### src/rtl/cache_pkg.sv
// cache_pkg: shared controller state encoding and default bus widths
package cache_pkg;
  localparam int DEF_ADDR_W = 32;
  localparam int DEF_DATA_W = 32;
  typedef enum logic [2:0] {IDLE, LOOKUP, MEM_RD, MEM_WR, FILL, RESP} cache_ctrl_state_t;
endpackage

### src/rtl/cache_ctrl_if.sv
// cache_ctrl_if: CPU load/store port and memory port; slave = controller view, master = CPU/memory view
interface cache_ctrl_if #(parameter int ADDR_W = 32, parameter int DATA_W = 32);
  logic              cpu_req, cpu_we, cpu_ready, cpu_err, cpu_busy;
  logic [ADDR_W-1:0] cpu_addr, mem_addr;
  logic [DATA_W-1:0] cpu_wdata, cpu_rdata, mem_wdata, mem_rdata;
  logic              mem_req, mem_we, mem_ack;
  modport slave (input cpu_req, cpu_we, cpu_addr, cpu_wdata, mem_rdata, mem_ack,
                 output cpu_rdata, cpu_ready, cpu_err, cpu_busy, mem_req, mem_we, mem_addr, mem_wdata);
  modport master (output cpu_req, cpu_we, cpu_addr, cpu_wdata, mem_rdata, mem_ack,
                  input cpu_rdata, cpu_ready, cpu_err, cpu_busy, mem_req, mem_we, mem_addr, mem_wdata);
endinterface

### src/rtl/cache_ctrl_sat_counter.sv
// sat_counter: W-bit counter (clk, rst, i_inc -> o_count) that sticks at all-ones instead of wrapping
module sat_counter #(parameter int W = 32) (
  input  logic         clk,
  input  logic         rst,
  input  logic         i_inc,
  output logic [W-1:0] o_count
);
  logic [W-1:0] r_count;
  always_ff @(posedge clk)
    r_count <= rst ? '0 : r_count + W'(i_inc && !(&r_count));
  assign o_count = r_count;
endmodule

### src/rtl/cache_ctrl.sv
// cache_ctrl: CPU/cache/memory sequencer; ports clk, rst, bus (CPU+memory), o_c_* / i_c_* cache array, o_hit_cnt/o_miss_cnt
module cache_ctrl import cache_pkg::*; #(
  parameter int ADDR_W      = DEF_ADDR_W,
  parameter int DATA_W      = DEF_DATA_W,
  parameter int MEM_TIMEOUT = 255,
  parameter int CNT_W       = 32
) (
  input  logic              clk,
  input  logic              rst,
  cache_ctrl_if.slave       bus,
  output logic [ADDR_W-1:0] o_c_addr,
  output logic [DATA_W-1:0] o_c_wdata,
  output logic              o_c_we,
  input  logic [DATA_W-1:0] i_c_rdata,
  input  logic              i_c_hit,
  output logic [CNT_W-1:0]  o_hit_cnt,
  output logic [CNT_W-1:0]  o_miss_cnt
);
  localparam int TW = $clog2(MEM_TIMEOUT + 1);
  cache_ctrl_state_t r_state, w_next;
  logic              r_we, r_err, r_ready, r_cerr, r_mem_req, r_mem_we, r_c_we;
  logic [ADDR_W-1:0] r_addr;
  logic [DATA_W-1:0] r_wdata, r_data, r_rdata;
  logic [TW-1:0]     r_cnt;
  logic              w_mem, w_ack, w_tmo, w_hit, w_miss;
  assign w_mem  = r_state == MEM_RD || r_state == MEM_WR;
  assign w_ack  = w_mem && bus.mem_ack;
  // an ack arriving in the final wait cycle wins over the timeout
  assign w_tmo  = w_mem && !bus.mem_ack && r_cnt == TW'(MEM_TIMEOUT - 1);
  assign w_hit  = r_state == LOOKUP && i_c_hit;
  assign w_miss = r_state == LOOKUP && !i_c_hit;
  always_comb begin
    w_next = r_state;
    case (r_state)
      IDLE:           w_next = bus.cpu_req ? LOOKUP : IDLE;
      LOOKUP:         w_next = r_we ? MEM_WR : i_c_hit ? RESP : MEM_RD;
      MEM_RD, MEM_WR: w_next = w_ack ? FILL : w_tmo ? RESP : r_state;
      FILL:           w_next = RESP;
      default:        w_next = IDLE;
    endcase
  end
  always_ff @(posedge clk)
    r_state <= rst ? IDLE : w_next;
  always_ff @(posedge clk) begin
    if (rst) begin
      r_we      <= 1'b0;
      r_addr    <= '0;
      r_wdata   <= '0;
      r_data    <= '0;
      r_cnt     <= '0;
      r_err     <= 1'b0;
      r_mem_req <= 1'b0;
      r_mem_we  <= 1'b0;
      r_c_we    <= 1'b0;
      r_ready   <= 1'b0;
      r_cerr    <= 1'b0;
      r_rdata   <= '0;
    end else begin
      if (r_state == IDLE && bus.cpu_req) begin
        r_we    <= bus.cpu_we;
        r_addr  <= bus.cpu_addr;
        r_wdata <= bus.cpu_wdata;
        r_data  <= bus.cpu_we ? bus.cpu_wdata : '0;
      end
      if (w_hit && !r_we) r_data <= i_c_rdata;
      if (w_ack && r_state == MEM_RD) r_data <= bus.mem_rdata;
      r_cnt     <= w_mem ? r_cnt + TW'(1) : '0;
      r_err     <= w_tmo || (r_err && r_state != RESP);
      // memory and fill strobes follow the next state so they line up with it
      r_mem_req <= w_next == MEM_RD || w_next == MEM_WR;
      r_mem_we  <= w_next == MEM_WR;
      r_c_we    <= w_next == FILL;
      r_ready   <= r_state == RESP;
      r_cerr    <= r_state == RESP && r_err;
      r_rdata   <= (r_state == RESP && !r_we) ? r_data : '0;
    end
  end
  sat_counter #(.W(CNT_W)) u_hit  (.clk(clk), .rst(rst), .i_inc(w_hit),  .o_count(o_hit_cnt));
  sat_counter #(.W(CNT_W)) u_miss (.clk(clk), .rst(rst), .i_inc(w_miss), .o_count(o_miss_cnt));
  assign bus.cpu_rdata = r_rdata;
  assign bus.cpu_ready = r_ready;
  assign bus.cpu_err   = r_cerr;
  assign bus.cpu_busy  = r_state != IDLE;
  assign bus.mem_req   = r_mem_req;
  assign bus.mem_we    = r_mem_we;
  assign bus.mem_addr  = r_addr;
  assign bus.mem_wdata = r_wdata;
  assign o_c_addr      = r_addr;
  assign o_c_wdata     = r_data;
  assign o_c_we        = r_c_we;
endmodule

### src/flat_wrapper.sv
// flat-port wrapper written by rule: the top's interface ports become plain ports
module cache_ctrl_flat import cache_pkg::*;
#(
  parameter int ADDR_W      = DEF_ADDR_W,
  parameter int DATA_W      = DEF_DATA_W,
  parameter int MEM_TIMEOUT = 255,
  parameter int CNT_W       = 32
)
  (clk, rst, o_c_addr, o_c_wdata, o_c_we, i_c_rdata, i_c_hit, o_hit_cnt, o_miss_cnt, bus_cpu_req, bus_cpu_we, bus_cpu_addr, bus_cpu_wdata, bus_mem_rdata, bus_mem_ack, bus_cpu_rdata, bus_cpu_ready, bus_cpu_err, bus_cpu_busy, bus_mem_req, bus_mem_we, bus_mem_addr, bus_mem_wdata);
  cache_ctrl_if #(.ADDR_W(ADDR_W), .DATA_W(DATA_W)) bus_i ();
  input  logic clk;
  input  logic rst;
  output logic [ADDR_W-1:0] o_c_addr;
  output logic [DATA_W-1:0] o_c_wdata;
  output logic o_c_we;
  input  logic [DATA_W-1:0] i_c_rdata;
  input  logic i_c_hit;
  output logic [CNT_W-1:0] o_hit_cnt;
  output logic [CNT_W-1:0] o_miss_cnt;
  input wire logic [$bits(bus_i.cpu_req)-1:0] bus_cpu_req;
  input wire logic [$bits(bus_i.cpu_we)-1:0] bus_cpu_we;
  input wire logic [$bits(bus_i.cpu_addr)-1:0] bus_cpu_addr;
  input wire logic [$bits(bus_i.cpu_wdata)-1:0] bus_cpu_wdata;
  input wire logic [$bits(bus_i.mem_rdata)-1:0] bus_mem_rdata;
  input wire logic [$bits(bus_i.mem_ack)-1:0] bus_mem_ack;
  output wire logic [$bits(bus_i.cpu_rdata)-1:0] bus_cpu_rdata;
  output wire logic [$bits(bus_i.cpu_ready)-1:0] bus_cpu_ready;
  output wire logic [$bits(bus_i.cpu_err)-1:0] bus_cpu_err;
  output wire logic [$bits(bus_i.cpu_busy)-1:0] bus_cpu_busy;
  output wire logic [$bits(bus_i.mem_req)-1:0] bus_mem_req;
  output wire logic [$bits(bus_i.mem_we)-1:0] bus_mem_we;
  output wire logic [$bits(bus_i.mem_addr)-1:0] bus_mem_addr;
  output wire logic [$bits(bus_i.mem_wdata)-1:0] bus_mem_wdata;
  assign bus_i.cpu_req = bus_cpu_req;
  assign bus_i.cpu_we = bus_cpu_we;
  assign bus_i.cpu_addr = bus_cpu_addr;
  assign bus_i.cpu_wdata = bus_cpu_wdata;
  assign bus_i.mem_rdata = bus_mem_rdata;
  assign bus_i.mem_ack = bus_mem_ack;
  assign bus_cpu_rdata = bus_i.cpu_rdata;
  assign bus_cpu_ready = bus_i.cpu_ready;
  assign bus_cpu_err = bus_i.cpu_err;
  assign bus_cpu_busy = bus_i.cpu_busy;
  assign bus_mem_req = bus_i.mem_req;
  assign bus_mem_we = bus_i.mem_we;
  assign bus_mem_addr = bus_i.mem_addr;
  assign bus_mem_wdata = bus_i.mem_wdata;
  cache_ctrl #(.ADDR_W(ADDR_W), .DATA_W(DATA_W), .MEM_TIMEOUT(MEM_TIMEOUT), .CNT_W(CNT_W)) u_core (.clk(clk), .rst(rst), .bus(bus_i), .o_c_addr(o_c_addr), .o_c_wdata(o_c_wdata), .o_c_we(o_c_we), .i_c_rdata(i_c_rdata), .i_c_hit(i_c_hit), .o_hit_cnt(o_hit_cnt), .o_miss_cnt(o_miss_cnt));
endmodule
### config.mk
export PLATFORM = sky130hd
export DESIGN_NAME = cache_ctrl_flat
export DESIGN_NICKNAME = d
export VERILOG_FILES = /design/src/rtl/cache_pkg.sv /design/src/rtl/cache_ctrl_if.sv /design/src/rtl/cache_ctrl_sat_counter.sv /design/src/rtl/cache_ctrl.sv /design/src/flat_wrapper.sv
export SDC_FILE = /design/constraint.sdc
export NUM_CORES = 1
export LEC_CHECK = 0
export ABC_AREA = 0
export BUFFER_PORTS_ARGS = -buffer_cell sky130_fd_sc_hd__buf_2
export CORE_UTILIZATION = 45
export DETAILED_ROUTE_END_ITERATION = 12
export GPL_TIMING_DRIVEN = 0
export PLACE_DENSITY = 0.75
export SETUP_SLACK_MARGIN = 0.3
export SKIP_LAST_GASP = 1
export SLEW_MARGIN = 20
export SYNTH_ARGS = -nofsm -noshare
export SYNTH_HDL_FRONTEND = slang
export SYNTH_SLANG_ARGS = --single-unit
### constraint.sdc
create_clock -name clk -period 3.6 [get_ports clk]
set_input_delay 0.54 -clock clk [delete_from_list [all_inputs] [get_ports clk]]
set_output_delay 0.54 -clock clk [all_outputs]
set_load 0.02 [all_outputs]
==> qor.csv, run 1 <==
stage;metric;value;unit
sta;Setup-failing EPs final;0;
cells_and_area;fin nets;1585;
floorplan;Initial Util;0.460;
logic_synthesis;Synth Cell Area;0.00897;mm2
logic_synthesis;Avg Cell Area, Syn;8.50;um2
setup_path;CP Data Required Time;3980;ps
route;WL/cell;17.9;um
clocking;Sink Count;210;
setup_path;RR Endpoint;u_core.u_hit.o_count[18]$_SDFF_PP0_;
global_routing;Total GRT Usage;0.286;
global_routing;initial antenna violation count;0;
logic_synthesis;list of most frequent post-synthesis cells;dfxtp_1, nand2_1, a21oi_1;
global_routing;number of global-route vias before repair;8514;
sta;RSZ-0062 raised after global routing;no;
cells_and_area;post-route cell area;0.0119;mm2
global_routing;first-pass GRT wire length;45700;um
place;DP Area;0.0111;mm2
logic_synthesis;share of flip-flops with an asynchronous set or reset;0;
clocking;Clock Latency Late Sink;500;ps
global_routing;remaining global-route overflow;0;
setup_path;CP arrival;3520;ps
logic_synthesis;most used flip-flop cell after synthesis;dfxtp_1;
route;total wire length;30800;um
clocking;TritonCTS clock tree;yes;
logic_synthesis;Synth top area share;0.468;
logic_synthesis;Seq/Total Area, Yosys;0.468;
setup_path;r2r worst-path depth;13;
hold_path;Hold Crit Start;bus_cpu_addr[23];
sta;Max-slew headroom;0.399;
run_status;status;completed;
power_and_ir_drop;Max rail drop VDD;415;uV
power_and_ir_drop;static leakage;0.00514;uW
sta;Layout Skew;11.5;ps
route;1st-iter DRT viols;420;
clocking;root buf cell;clkbuf_16;
hold_path;Hold Path Stages;3;
floorplan;# IOs;364;
setup_path;Worst setup SP type;flop;
setup_path;worst r2r src;u_core.u_hit.o_count[12]$_SDFF_PP0_;
floorplan;die height;143;um
setup_path;setup slack, reg-to-reg;470;ps
route;antenna violation net count after detailed routing;0;
place;GPL Wtd Cong;0.910;
sta;measured slew at the worst slew-check pin;893;ps
sta;fin. max-slew vios;0;
logic_synthesis;Mapped Cells;1056;
floorplan;Core ar.;0.0195;mm2
route;drc violations;0;
clocking;CTS Buf Count;23;
sta;setup TNS;0;ps
floorplan;die area;0.0205;mm2
sta;Tcrit/Tclk final;0.870;
setup_path;worst-path cell chain;nand3_4 > or4_4 > buf_6 > clkbuf_2 > nor3_1 > a21oi_1 > ha_1 > ha_2 > nand3_4 > or3_4 > clkbuf_4 > nor3_1 > mux2_2;
cells_and_area;Core Util, Final;0.612;
floorplan;die width;143;um
setup_path;crit end category;flop;
place;dpl hpwl;23400;um
setup_path;worst-path maximum fanout;10;
setup_path;Slowest cell on crit path;or4_4;
route;routed vias;9331;
power_and_ir_drop;Power Dens Cells;477;mW/mm2
floorplan;FP Rows;51;
setup_path;CP peak stage delay;580;ps
cells_and_area;ANT cells;0;
global_routing;GRT met2 Usage;0.469;
logic_synthesis;area leader, netlist;dfxtp_1;
place;PortBufs;362;
setup_path;Worst Setup SP;u_core.u_hit.o_count[12]$_SDFF_PP0_;
sta;Fmax;319;MHz
sta;Final min period;3130;ps
setup_path;critical path class;flop to flop;
clocking;Clk pin slew, worst setup/hold paths;60;ps
global_routing;M1 GR Usage;0.370;
logic_synthesis;dominant cells by area after synthesis;dfxtp_1, nand2_1, a21oi_1;
hold_path;Worst Hold Class;primary input to flop;
logic_synthesis;Post-synth EDFFs;0;
cells_and_area;layout cells sized above 1;0.331;
hold_path;Worst Hold Path EP;u_core.bus.mem_addr[23]$_SDFFE_PP0P_;
global_routing;gr busiest metal;met2;
logic_synthesis;Ys Warns;0;
clocking;deepest clock path buffer count;3;
logic_synthesis;post-synthesis register bit count;210;
logic_synthesis;post-synthesis cell type count;48;
clocking;Hold-fix buffers, CTS;0;
route;Vias/cell;5.42;
clocking;CTS H-tree depth;1;
global_routing;Global Route met3 Usage;0.0684;
sta;final hold vios;0;
global_routing;largest net degree at the start of global routing;15;
cells_and_area;Area growth syn-to-layout;33.1;%
route;DR pass1 iterations;5;
logic_synthesis;count leader, synth;dfxtp_1;
job;max cap viols;0;
logic_synthesis;syn nets;1196;
-- cell families after synthesis --
group,share of synthesized area
compound gates,0.152
xor+xnor,0.0254
fa+ha+maj,0.00837
buf+inv,0.0838
flops,0.468
mux,0.0100
simple gates,0.252
-- how the worst max path moves through the flow --
stage,end,depth (start not counted)
global route,u_core.u_miss.o_count[8]$_SDFF_PP0_,13
detailed placement,u_core.u_hit.o_count[18]$_SDFF_PP0_,13
floorplan,u_core.u_hit.o_count[18]$_SDFF_PP0_,13
global placement,u_core.u_hit.o_count[18]$_SDFF_PP0_,13
CTS,u_core.u_hit.o_count[18]$_SDFF_PP0_,13
finish,u_core.u_hit.o_count[18]$_SDFF_PP0_,13
-- routing by layer --
layer  part of all wire  wire (um)
met5                  0          0
met4              0.024        750
met3              0.085       2620
met2               0.48      14700
met1               0.41      12700
-- power breakdown --
group | total, uW | internal, uW | switching, uW
logic | 926 | 321 | 605
clock network | 2280 | 1360 | 924
registers | 2490 | 2430 | 62.1
total | 5700 | 4110 | 1590
-- cell usage in the layout (no fill, tap or decap), drive strengths merged, types with 11 or more instances in the layout --
| cell | netlist | routed |
|---|---|---|
| or4 | 16 | 16 |
| inv | 46 | 47 |
| o31ai | 14 | 14 |
| nor4 | 44 | 44 |
| buf | 46 | 409 |
| nand2 | 158 | 158 |
| or3 | 11 | 11 |
| a21oi | 98 | 98 |
| a311oi | 33 | 33 |
| xor2 | 17 | 17 |
| nand3 | 25 | 25 |
| o32ai | 32 | 32 |
| clkbuf | 72 | 104 |
| o21ai | 12 | 12 |
| nor2b | 12 | 12 |
| nor2 | 76 | 76 |
| dfxtp | 210 | 210 |
| nor3b | 34 | 34 |
| nand4 | 15 | 15 |
-- worst max-delay path, delay by kind of cell (launching register included) --
| kind | cells | cell delay [ps] |
|---|---|---|
| AO/OA/AOI/OAI | 1 | 90 |
| adder cells (fa/ha/maj) | 2 | 430 |
| buffers and inverters | 3 | 560 |
| flip-flops | 1 | 390 |
| multiplexers | 1 | 280 |
| AND/OR/NAND/NOR | 6 | 1250 |
-- cell type report --
cell class | count | area (um2)
timing repair buffer | 364 | 1830
inverter | 46 | 173
multi-input combinational | 682 | 4080
fill | 1765 | 7580
buffer | 118 | 592
clock buffer | 31 | 666
sequential | 210 | 4210
clock inverter | 7 | 63.8
tap | 265 | 332
-- sequential cells by signal, indices dropped and copies added, names as in the netlist, 3 cells and up --
name,cells
u_core.u_miss.o_count,32
u_core.u_hit.o_count,32
u_core.r_state,3
u_core.bus.mem_wdata,32
u_core.o_c_wdata,32
u_core.r_cnt,8
u_core.bus.mem_addr,32
u_core.bus.cpu_rdata,32
-- metrics by stage --
stage	total power (uW)	instances	worst slack (ps)	hold slack, ps
after global routing	5940	1723	311	263
after global placement	3440	1683	51.5	439
after CTS	5740	1721	233	260
after detailed placement	3460	1683	13.1	441
final	5700	1723	468	283
after floorplan	3090	1056	399	430
-- timing repair --
item	CTS	global route
buffers inserted	0	2
cloned	0	0
pin swaps	0	1
endpoints found under the setup margin	27	31
gates resized for setup	8	19
Note: power is estimated with default switching activity, not from simulation.
==> run 2: changes to the inputs <==
Settings changed: BUFFER_PORTS_ARGS -buffer_cell sky130_fd_sc_hd__buf_2 to -buffer_cell sky130_fd_sc_hd__clkbuf_2.
==> run 2 against run 1 <==
Net effect: utilization grew 0.090 points; sequential power hardly changed; first-iteration DRC count up 27%; largest power group unchanged.
==> qor.csv, run 2 (synthesized netlist as in run 1, its figures left out) <==
stage;metric;value;unit;change
hold_path;Worst Hold Class;primary input to flop;;unchanged
cells_and_area;commonest non-fill, non-tap cells in the layout;clkbuf_2, dfxtp_1, nand2_1;;was buf_2, dfxtp_1, nand2_1
place;dpl hpwl;23500;um;was 23400 um
cells_and_area;Non-Filler Instances;1726;;was 1723
global_routing;largest net degree at the start of global routing;14;;was 15
floorplan;die width;143;um;unchanged
floorplan;Initial Util;0.460;;unchanged
sta;Setup-failing EPs final;0;;unchanged
route;total wire length;30900;um;was 30800 um
place;GPL Wtd Cong;0.917;;was 0.910
clocking;Clk pin slew, worst setup/hold paths;60;ps;about the same
route;WL/cell;17.9;um;about the same
setup_path;crit end category;flop;;unchanged
global_routing;first-pass GRT wire length;46500;um;was 45700 um
power_and_ir_drop;static leakage;0.00499;uW;was 0.00514 uW
cells_and_area;fillers;1819;;was 1765
setup_path;Worst setup SP type;flop;;unchanged
global_routing;number of global-route vias before repair;8659;;was 8514
sta;Final min period;3140;ps;was 3130 ps
floorplan;die area;0.0205;mm2;unchanged
setup_path;CP peak stage delay;580;ps;about the same
sta;Tcrit/Tclk final;0.872;;was 0.870
setup_path;setup slack, reg-to-reg;460;ps;was 470 ps
floorplan;die height;143;um;unchanged
route;antenna violation net count after detailed routing;0;;unchanged
setup_path;worst-path maximum fanout;10;;unchanged
cells_and_area;leading cell type in the layout, fill and taps excluded;clkbuf_2;;was buf_2
route;drc violations;0;;unchanged
route;Vias/cell;5.44;;was 5.42
route;DR pass1 iterations;5;;unchanged
cells_and_area;fin nets;1585;;unchanged
sta;final hold vios;0;;unchanged
route;routed vias;9397;;was 9331
clocking;TritonCTS clock tree;yes;;unchanged
setup_path;CP arrival;3530;ps;was 3520 ps
clocking;Sink Count;210;;unchanged
sta;measured slew at the worst slew-check pin;869;ps;was 893 ps
power_and_ir_drop;Power Dens Cells;482;mW/mm2;was 477 mW/mm2
cells_and_area;Area growth syn-to-layout;33.3;%;was 33.1%
sta;Layout Skew;11.7;ps;was 11.5 ps
setup_path;worst-path cell chain;nand3_4 > or4_4 > buf_6 > clkbuf_2 > nor3_1 > a21oi_1 > ha_1 > and4_1 > nand3_1 > clkbuf_8 > nor4_1 > mux2_2;;was nand3_4 > or4_4 > buf_6 > clkbuf_2 > nor3_1 > a21oi_1 > ha_1 > ha_2 > nand3_4 > or3_4 > clkbuf_4 > nor3_1 > mux2_2
setup_path;CP Data Required Time;3990;ps;was 3980 ps
setup_path;critical path class;flop to flop;;unchanged
sta;Fmax;318;MHz;was 319 MHz
floorplan;Core ar.;0.0195;mm2;unchanged
cells_and_area;ANT cells;0;;unchanged
sta;fin. max-slew vios;0;;unchanged
sta;RSZ-0062 raised after global routing;no;;unchanged
floorplan;# IOs;364;;unchanged
power_and_ir_drop;Max rail drop VDD;369;uV;was 415 uV
setup_path;Slowest cell on crit path;or4_4;;unchanged
global_routing;Total GRT Usage;0.290;;was 0.286
cells_and_area;Core Util, Final;0.613;;was 0.612
job;max cap viols;0;;unchanged
clocking;CTS H-tree depth;1;;unchanged
clocking;CTS Buf Count;23;;unchanged
clocking;deepest clock path buffer count;3;;unchanged
global_routing;initial antenna violation count;0;;unchanged
place;PortBufs;362;;unchanged
place;placed insts;1683;;unchanged
clocking;Clock Latency Late Sink;500;ps;about the same
sta;setup TNS;0;ps;unchanged
clocking;Hold-fix buffers, CTS;0;;unchanged
route;1st-iter DRT viols;534;;was 420
cells_and_area;layout cells sized above 1;0.329;;was 0.331
floorplan;FP Rows;51;;unchanged
global_routing;remaining global-route overflow;0;;unchanged
clocking;root buf cell;clkbuf_16;;unchanged
run_status;status;completed;;unchanged
sta;Max-slew headroom;0.420;;was 0.399
## run 2: cell count changes in the layout (fill, tap and decap cells not counted), sizes merged
cell	delta
buf	-360
bufinv	+1
clkbuf	+360
clkinv	+1
clkinvlp	+1
## run 2: area by class of cell
type / count / area, um2 / area share
Buffer: 118 / 598 / 0.0500
Clock inverter: 10 / 106 / 0.00889
Clock buffer: 31 / 646 / 0.0540
Timing Repair Buffer: 364 / 1830 / 0.153
Multi-Input combinational cell: 682 / 4070 / 0.340
Inverter: 46 / 173 / 0.0144
Tap cell: 265 / 332 / 0.0277
Sequential cell: 210 / 4210 / 0.352
## run 2: timing repair
item / in CTS / in global routing
setup buffers: 0 / 2
endpoints found under the setup margin: 24 / 35
gates resized for setup: 7 / 20
pin swaps: 0 / 1
## run 2: path summary, 6_finish.rpt
check,start,end,cells after the start
max,u_core.u_hit.o_count[12]$_SDFF_PP0_,u_core.u_hit.o_count[19]$_SDFF_PP0_,12
min,bus_cpu_addr[21],u_core.bus.mem_addr[21]$_SDFFE_PP0P_,3
min reg2reg,u_core.bus.mem_wdata[16]$_SDFFE_PP0P_,u_core.bus.mem_wdata[16]$_SDFFE_PP0P_,2
max reg2reg,u_core.u_hit.o_count[12]$_SDFF_PP0_,u_core.u_hit.o_count[19]$_SDFF_PP0_,12
## run 2: metal layers
metal	wire, um	track usage	vias to the layer above
met2	14800	0.477	395
met5	0	0	-
met3	2720	0.0734	52
met1	12500	0.367	4450
met4	896	0.102	0
li1	-	-	4500
## run 2: worst max-delay path, delay by kind of cell (launching register included)
kind | cells | cell delay (ps)
adders and majority gates | 1 | 220
DFF | 1 | 390
AOI/OAI and AO/OA | 1 | 90
and+or+nand+nor | 6 | 1430
buffers and inverters | 3 | 610
muxes | 1 | 280
## run 2: report_power, final
part	total, uW	switching, uW	internal, uW
combinational	926	607	319
sequential	2500	66.5	2430
clock	2350	945	1400
## run 2: metrics by stage
step	hold slack, ps	setup slack (ps)	power [uW]	instance area (um2)
after detailed placement	443	25.2	3460	11100
after global routing	249	317	5990	12000
after global placement	440	52.2	3450	11100
final	259	460	5770	12000
after CTS	240	239	5800	11900
after floorplan	430	399	3090	8970
